$ cat src/rtl/hazard_controller.sv
// hazard_controller: stall/flush sequencer for the 5-stage pipeline (load-use, MUL/DIV, MEM wait, branch).
// Optional performance counters are built only when HAZ_PERF_CNT_EN is defined.
`default_nettype none

module hazard_controller #(
  parameter int MULDIV_LATENCY = 4,
  parameter int CNT_W          = 32
) (
  input  logic             clk,
  input  logic             rst_n,
  input  logic [4:0]       ars1_id_i,
  input  logic [4:0]       ars2_id_i,
  input  logic [4:0]       ard_id_ex_i,
  input  logic             memread_id_ex_i,
  input  logic             muldiv_ex_i,
  input  logic             branch_taken_ex_i,
  input  logic             mem_req_ex_mem_i,
  input  logic             mem_ready_i,
  output logic             stall_pc_o,
  output logic             stall_if_id_o,
  output logic             stall_id_ex_o,
  output logic             stall_ex_mem_o,
  output logic             flush_if_id_o,
  output logic             bubble_id_ex_o,
  output logic             bubble_ex_mem_o,
  output logic             bubble_mem_wb_o,
  output logic             md_busy_o,
  output logic [CNT_W-1:0] stall_cycles_o,
  output logic [CNT_W-1:0] flush_count_o
);

  localparam logic [0:0] RUN     = 1'b0;
  localparam logic [0:0] MD_WAIT = 1'b1;
  localparam bit         MD_EN   = (MULDIV_LATENCY > 1);
  localparam logic [3:0] MD_INIT = MD_EN ? 4'(MULDIV_LATENCY - 2) : 4'd0;

  logic [0:0] state_q, state_d;
  logic [3:0] md_cnt_q, md_cnt_d;
  logic       md_busy_q, md_busy_d;

  logic mem_freeze, md_issue, md_occ, load_use;

  assign mem_freeze = mem_req_ex_mem_i && !mem_ready_i;
  assign md_issue   = (state_q == RUN) && muldiv_ex_i && MD_EN;
  // The MD_WAIT cycle that sees the counter at zero is the op's last EX cycle and is not stalled.
  assign md_occ     = md_issue || ((state_q == MD_WAIT) && (md_cnt_q != 4'd0));
  assign load_use   = memread_id_ex_i && (ard_id_ex_i != 5'd0) &&
                      ((ard_id_ex_i == ars1_id_i) || (ard_id_ex_i == ars2_id_i));

  always_comb begin
    state_d  = state_q;
    md_cnt_d = md_cnt_q;
    case (state_q)
      RUN: begin
        if (md_issue && !mem_freeze) begin
          state_d  = MD_WAIT;
          md_cnt_d = MD_INIT;
        end
      end
      default: begin
        if (md_cnt_q != 4'd0) md_cnt_d = md_cnt_q - 4'd1;
        if ((md_cnt_q == 4'd0) && !mem_freeze) state_d = RUN;
      end
    endcase
    md_busy_d = (state_d == MD_WAIT) && (md_cnt_d != 4'd0);
  end

  always_ff @(posedge clk or negedge rst_n) begin
    if (!rst_n) begin
      state_q   <= RUN;
      md_cnt_q  <= 4'd0;
      md_busy_q <= 1'b0;
    end else begin
      state_q   <= state_d;
      md_cnt_q  <= md_cnt_d;
      md_busy_q <= md_busy_d;
    end
  end

  always_comb begin
    stall_pc_o      = 1'b0;
    stall_if_id_o   = 1'b0;
    stall_id_ex_o   = 1'b0;
    stall_ex_mem_o  = 1'b0;
    flush_if_id_o   = 1'b0;
    bubble_id_ex_o  = 1'b0;
    bubble_ex_mem_o = 1'b0;
    bubble_mem_wb_o = 1'b0;
    if (!rst_n) begin
      stall_pc_o = 1'b0;
    end else if (mem_freeze) begin
      stall_pc_o      = 1'b1;
      stall_if_id_o   = 1'b1;
      stall_id_ex_o   = 1'b1;
      stall_ex_mem_o  = 1'b1;
      bubble_mem_wb_o = 1'b1;
    end else if (md_occ) begin
      stall_pc_o      = 1'b1;
      stall_if_id_o   = 1'b1;
      stall_id_ex_o   = 1'b1;
      bubble_ex_mem_o = 1'b1;
    end else if (branch_taken_ex_i) begin
      flush_if_id_o  = 1'b1;
      bubble_id_ex_o = 1'b1;
    end else if (load_use) begin
      stall_pc_o     = 1'b1;
      stall_if_id_o  = 1'b1;
      bubble_id_ex_o = 1'b1;
    end
  end

  assign md_busy_o = md_busy_q;

`ifdef HAZ_PERF_CNT_EN
  logic [CNT_W-1:0] stall_cycles_q, flush_count_q;

  always_ff @(posedge clk or negedge rst_n) begin
    if (!rst_n) begin
      stall_cycles_q <= '0;
      flush_count_q  <= '0;
    end else begin
      if (stall_pc_o)    stall_cycles_q <= stall_cycles_q + {{(CNT_W-1){1'b0}}, 1'b1};
      if (flush_if_id_o) flush_count_q  <= flush_count_q + {{(CNT_W-1){1'b0}}, 1'b1};
    end
  end

  assign stall_cycles_o = stall_cycles_q;
  assign flush_count_o  = flush_count_q;
`else
  assign stall_cycles_o = '0;
  assign flush_count_o  = '0;
`endif

endmodule

`default_nettype wire
$ cat config.mk
export PLATFORM = sky130hd
export DESIGN_NAME = hazard_controller
export DESIGN_NICKNAME = d
export VERILOG_FILES = /design/src/rtl/hazard_controller.sv
export SDC_FILE = /design/constraint.sdc
export NUM_CORES = 1
export LEC_CHECK = 0
export BUFFER_PORTS_ARGS = -buffer_cell sky130_fd_sc_hd__buf_2
export CORE_ASPECT_RATIO = 1.4
export CORE_MARGIN = 3
export CORE_UTILIZATION = 30
export CTS_CLUSTER_SIZE = 28
export DETAILED_ROUTE_END_ITERATION = 16
export MAX_ROUTING_LAYER = met4
export PLACE_DENSITY = 0.7
export RECOVER_POWER = 100
export SLEW_MARGIN = 25
export SYNTH_ARGS = -nofsm -noshare
export SYNTH_HDL_FRONTEND = slang
export SYNTH_SLANG_ARGS = --single-unit
export TNS_END_PERCENT = 1
$ cat constraint.sdc
create_clock -name clk -period 2 [get_ports clk]
set_input_delay 0.4 -clock clk [delete_from_list [all_inputs] [get_ports clk]]
set_output_delay 0.4 -clock clk [all_outputs]
set_load 0.02 [all_outputs]
* Word level (Yosys, flattened, before mapping)
Index checks and enable logic that the tools add are counted.
** Word-level totals
- Bits in registers :: 6
- Bits of input ports :: 22
** Cells by class
- Add/sub/neg operators :: 1
- Eq/ne operators :: 2
- Muxes and demuxes :: 26
- Bitwise operators :: 1
- Reduce and logical (&&, ||, !) cells :: 16
** Operators with widths (number)
- 1-bit two-way mux :: 23
- 4-bit two-way mux :: 3
- 5-bit == test :: 2
- 1-bit logical AND :: 8
- 4-bit nonzero test :: 2
- 5-bit nonzero test :: 1
- 4-bit logical NOT :: 1
- 4-bit by 1-bit subtractor with 4-bit output, second input constant :: 1
- 1-bit logical NOT :: 2
- 1-bit logical OR :: 2
- 1-bit inverter :: 1

* Longest topological paths before layout
- Word-level depth :: 8
- Depth in mapped cells :: 7
- Depth with buffers taken out :: 6

* Worst setup path before layout
No wires, ideal clock.
- Path type :: register to output
- From :: reg md_cnt_q[0]
- To :: out bubble_id_ex_o
- Data arrival time :: 1.996 ns
- Required time :: 1.600 ns
- Path slack :: -0.396 ns
- Cell stages (with the launch flop) :: 7
- Cell sequence :: dfrtp_1 inv_1 ha_1 or3b_4 a211oi_1 nand2_1 o31ai_1
** Between the ends
- Cells in the longest elaborated chain, start to end :: 6
** Ends and longest elaborated chain
- start, declared :: line 38 : logic [3:0] md_cnt_q, md_cnt_d;
- start signal, assigned :: line 75 : md_cnt_q <= md_cnt_d;
- 4-bit nonzero test :: line 46 : assign md_occ = md_issue || ((state_q == MD_WAIT) && (md_cnt_q != 4'd0));
- 1-bit logical AND :: line 46
- 1-bit logical OR :: line 46
- 1-bit two-way mux :: line 97 : end else if (md_occ) begin
- 1-bit two-way mux :: line 91 : end else if (mem_freeze) begin
- 1-bit two-way mux :: line 89 : if (!rst_n) begin
- end, declared :: line 24 : output logic bubble_id_ex_o,
No other way between the ends.

* Worst setup path in the final report
- From :: reg md_cnt_q[0]
- To :: out stall_pc_o
** Between the ends
- Cells in the longest elaborated chain, start to end :: 6
** Ends and longest elaborated chain
- 4-bit nonzero test :: line 46
- 1-bit logical AND :: line 46
- 1-bit logical OR :: line 46
- 1-bit two-way mux :: line 97
- 1-bit two-way mux :: line 91
- 1-bit two-way mux :: line 89
- end, declared :: line 19 : output logic stall_pc_o,
No other way between the ends.

==> flow_summary_export.csv <==
group,metric,value,unit
run_status,status,"complete, but fails checks",
run_status,violations,"negative setup slack",
layout,utilization,35.8,%
floorplanning,rows,24,
floorplanning,num_io_pins,95,
grt,antenna_found_initial,0,
cts,clk_pin_slew,40,ps
sta,final-max-slew-violation-count,0,
sta,finalSetupViolCount,6,
layout,antenna_cells,0,
setup_path,cp-startpoint,"md_cnt_q[0]",
layout,seq_area,150,µm²
drt,detail_route.vias_per_cell,3.72,
power_and_ir_drop,leakagePower,0.661,nW
sta,fin_crit_sh,118,%
cts,clk_latency,230,ps
layout,multi_input_area,646,µm²
drt,via_count,773,
sta,rsz0062_at_grt,"yes",
setup_path,cp_max_fo,3,
placed_design,dp_cells,204,
grt,track_usage,10.3,%
logic_synthesis,syn_area_per_cell,7.83,µm²
logic_synthesis,seq_area_frac_synth,14.9,%
setup_path,endpoint_kind,"primary output",
drt,totalWireLength,1940,µm
cts,cts_tree,"built",
drt,drcViolationCount,0,
sta,max_freq,423,MHz
floorplanning,die-width,55.0,µm
sta,min_period,2360,ps
layout,fin_cells,208,
power_and_ir_drop,power.density,1080,mW/mm²
logic_synthesis,synth_top_area_cell,"buf_4",
logic_synthesis,synth-seq-cells,6,
drt,firstDrtPassIters,3,
floorplanning,core_area,0.00318,mm²
drt,first_iter_violations,13,
logic_synthesis,yosysWarnings,0,
cts,cts_root_buffer,"clkbuf_8",
logic_synthesis,synth_top_area_share,49.1,%
sta,finalHoldViolations,0,
setup_path,arrival,1960,ps
cts,cts_max_level,1,
grt,first_global_vias,658,
layout,nNetsFinal,194,
layout,drive_above_1_share,31.4,%
power_and_ir_drop,total_power,1.24,mW
grt,grt_pass1_wl,2860,µm
setup_path,critical_path_class,"flip-flop to primary output",
power_and_ir_drop,ir_worst_vdd,0.422,mV
sta,fin_ws,-364,ps
floorplanning,dieArea,0.00411,mm²
cts,cts_made_buffers,3,
placed_design,place_ws,-119,ps
cts,cts_buffer_depth,2,
setup_path,cp.required,1600,ps
floorplanning,fp.dieH,74.6,µm
sta,fin_worst_skew,2.82,ps
layout,fillers,369,
drt,final_antenna_net_count,0,
logic_synthesis,synth.area.top_cells,"buf_4 49%, dfrtp_1 15%, xor2_1 8.7%, nand2_1 2.6%, nor3_1 2.0%",
placed_design,place_hpwl,1720,µm
setup_path,r2r_start,"md_cnt_q[2]",
logic_synthesis,netlist_area,0.00101,mm²
grt,grt-ovfl-total,0,
worst_hold_path,hp-class,"input port to async pin",
logic_synthesis,synthCells,129,
drt,post_drt_wl_per_cell,9.33,µm
run,cap_violations,0,
floorplanning,floorplan.initialDensity,31.7,%
logic_synthesis,synth_cell_types,30,
placed_design,place_congestion,0.774,
setup_path,cp-start-kind,"flip-flop",
cts,cts_sinks,6,
grt,grt_max_degree,10,
layout,synthToLayoutAreaGrowth,13.0,%
placed_design,portBuffers,30,
kinds of logic (layout without fill, tap and decap cells):
group	after synthesis	count (layout)	synth area share [%]
flops	6	6	14.9
xor+xnor	10	10	8.67
buf+inv	71	48	50.9
other cells	1	64	0.371
compound gates	12	12	8.68
simple gates	28	28	15.2
fa+ha+maj	1	1	1.24
power breakdown:
| group | total [mW] | switching, mW | internal, mW |
|---|---|---|---|
| combinational | 0.833 | 0.472 | 0.361 |
| sequential | 0.215 | 0.0295 | 0.185 |
| clock | 0.189 | 0.0587 | 0.130 |
cells in the final DEF (no fill, tap or decap), types with 2 or more instances in the layout:
cell type  Yosys  routed
conb_1         1      64
buf_2          0      27
buf_4         66      12
xor2_1        10      10
nand2_1        7       6
dfrtp_1        6       6
inv_1          5       5
nor3_1         4       4
nor2_1         4       4
clkbuf_8       0       3
nand3_1        3       2
flip-flops by register name, summed over array words and instances, names as in the netlist:
register   cells
md_busy_o      1
state_q        1
md_cnt_q       4
synthesized netlist by cell type:
cell type and n:
or4_1 1, a211oi_1 1, a21boi_0 1, a31o_1 1
a31o_2 1, nand3_1 3, o31ai_1 1, nor3b_1 1
conb_1 1, nand2b_1 2, inv_1 5, o31a_1 1
a22oi_1 1, o21ai_0 2, xor2_1 10, nor2_1 4
a21oi_1 1, dfrtp_1 6, o41ai_1 1, and2b_2 1
o211ai_1 1, nand3b_1 1, nand2_1 7, nor2b_1 1
or3b_4 1, or4b_1 1, ha_1 1, nand4_1 1
buf_4 66, nor3_1 4
critical path, stage by stage (launching register included):
cell and delay (ps):
dfrtp_1 370, inv_1 60, ha_1 150, or3b_4 400, a211oi_4 320, nand2b_4 200, o41ai_4 70, buf_2 170
metrics by stage:
| step | hold slack, ps | cell area [µm²] | TNS [ps] |
|---|---|---|---|
| after floorplan | 104 | 1290 | -157 |
| after global placement | 331 | 1060 | -182 |
| after detailed placement | 346 | 1060 | -281 |
| after CTS | 106 | 1120 | -1740 |
| after global routing | 109 | 1140 | -2300 |
| final | 108 | 1140 | -1790 |
metal layers:
metal	share of wire, %	vias to the layer above	global-route usage, %
met3	13	5	3.37
met1	29	343	9.78
met5	0	-	-
met4	2.4	0	7.03
li1	-	370	-
met2	55	55	17.0
worst paths after layout:
kind | end | slack, ps | depth (start not counted)
worst min-delay path | md_cnt_q[3] | 110 | 2
worst min register to register | md_cnt_q[3] | 590 | 1
worst max register to register | md_busy_o | 270 | 4
max in group asynchronous | md_cnt_q[2] | 1740 | 2
min in group clk | state_q | 550 | 4
worst max-delay path | stall_pc_o | -360 | 7
layout make-up:
class	count	area share, %
Multi-Input combinational cell	115	56.6
Inverter	5	1.64
Tap cell	39	4.28
Timing Repair Buffer	40	20.7
Clock buffer	3	3.62
Sequential cell	6	13.2
what timing repair did:
| item | in CTS | in global routing |
|---|---|---|
| pin swaps | 1 | 2 |
| resized for setup | 4 | 4 |
| buffers inserted | 0 | 1 |
| hold buffers | 0 | 0 |
| endpoints found under the setup margin | 6 | 6 |
Power figures use the tool's default switching activity.
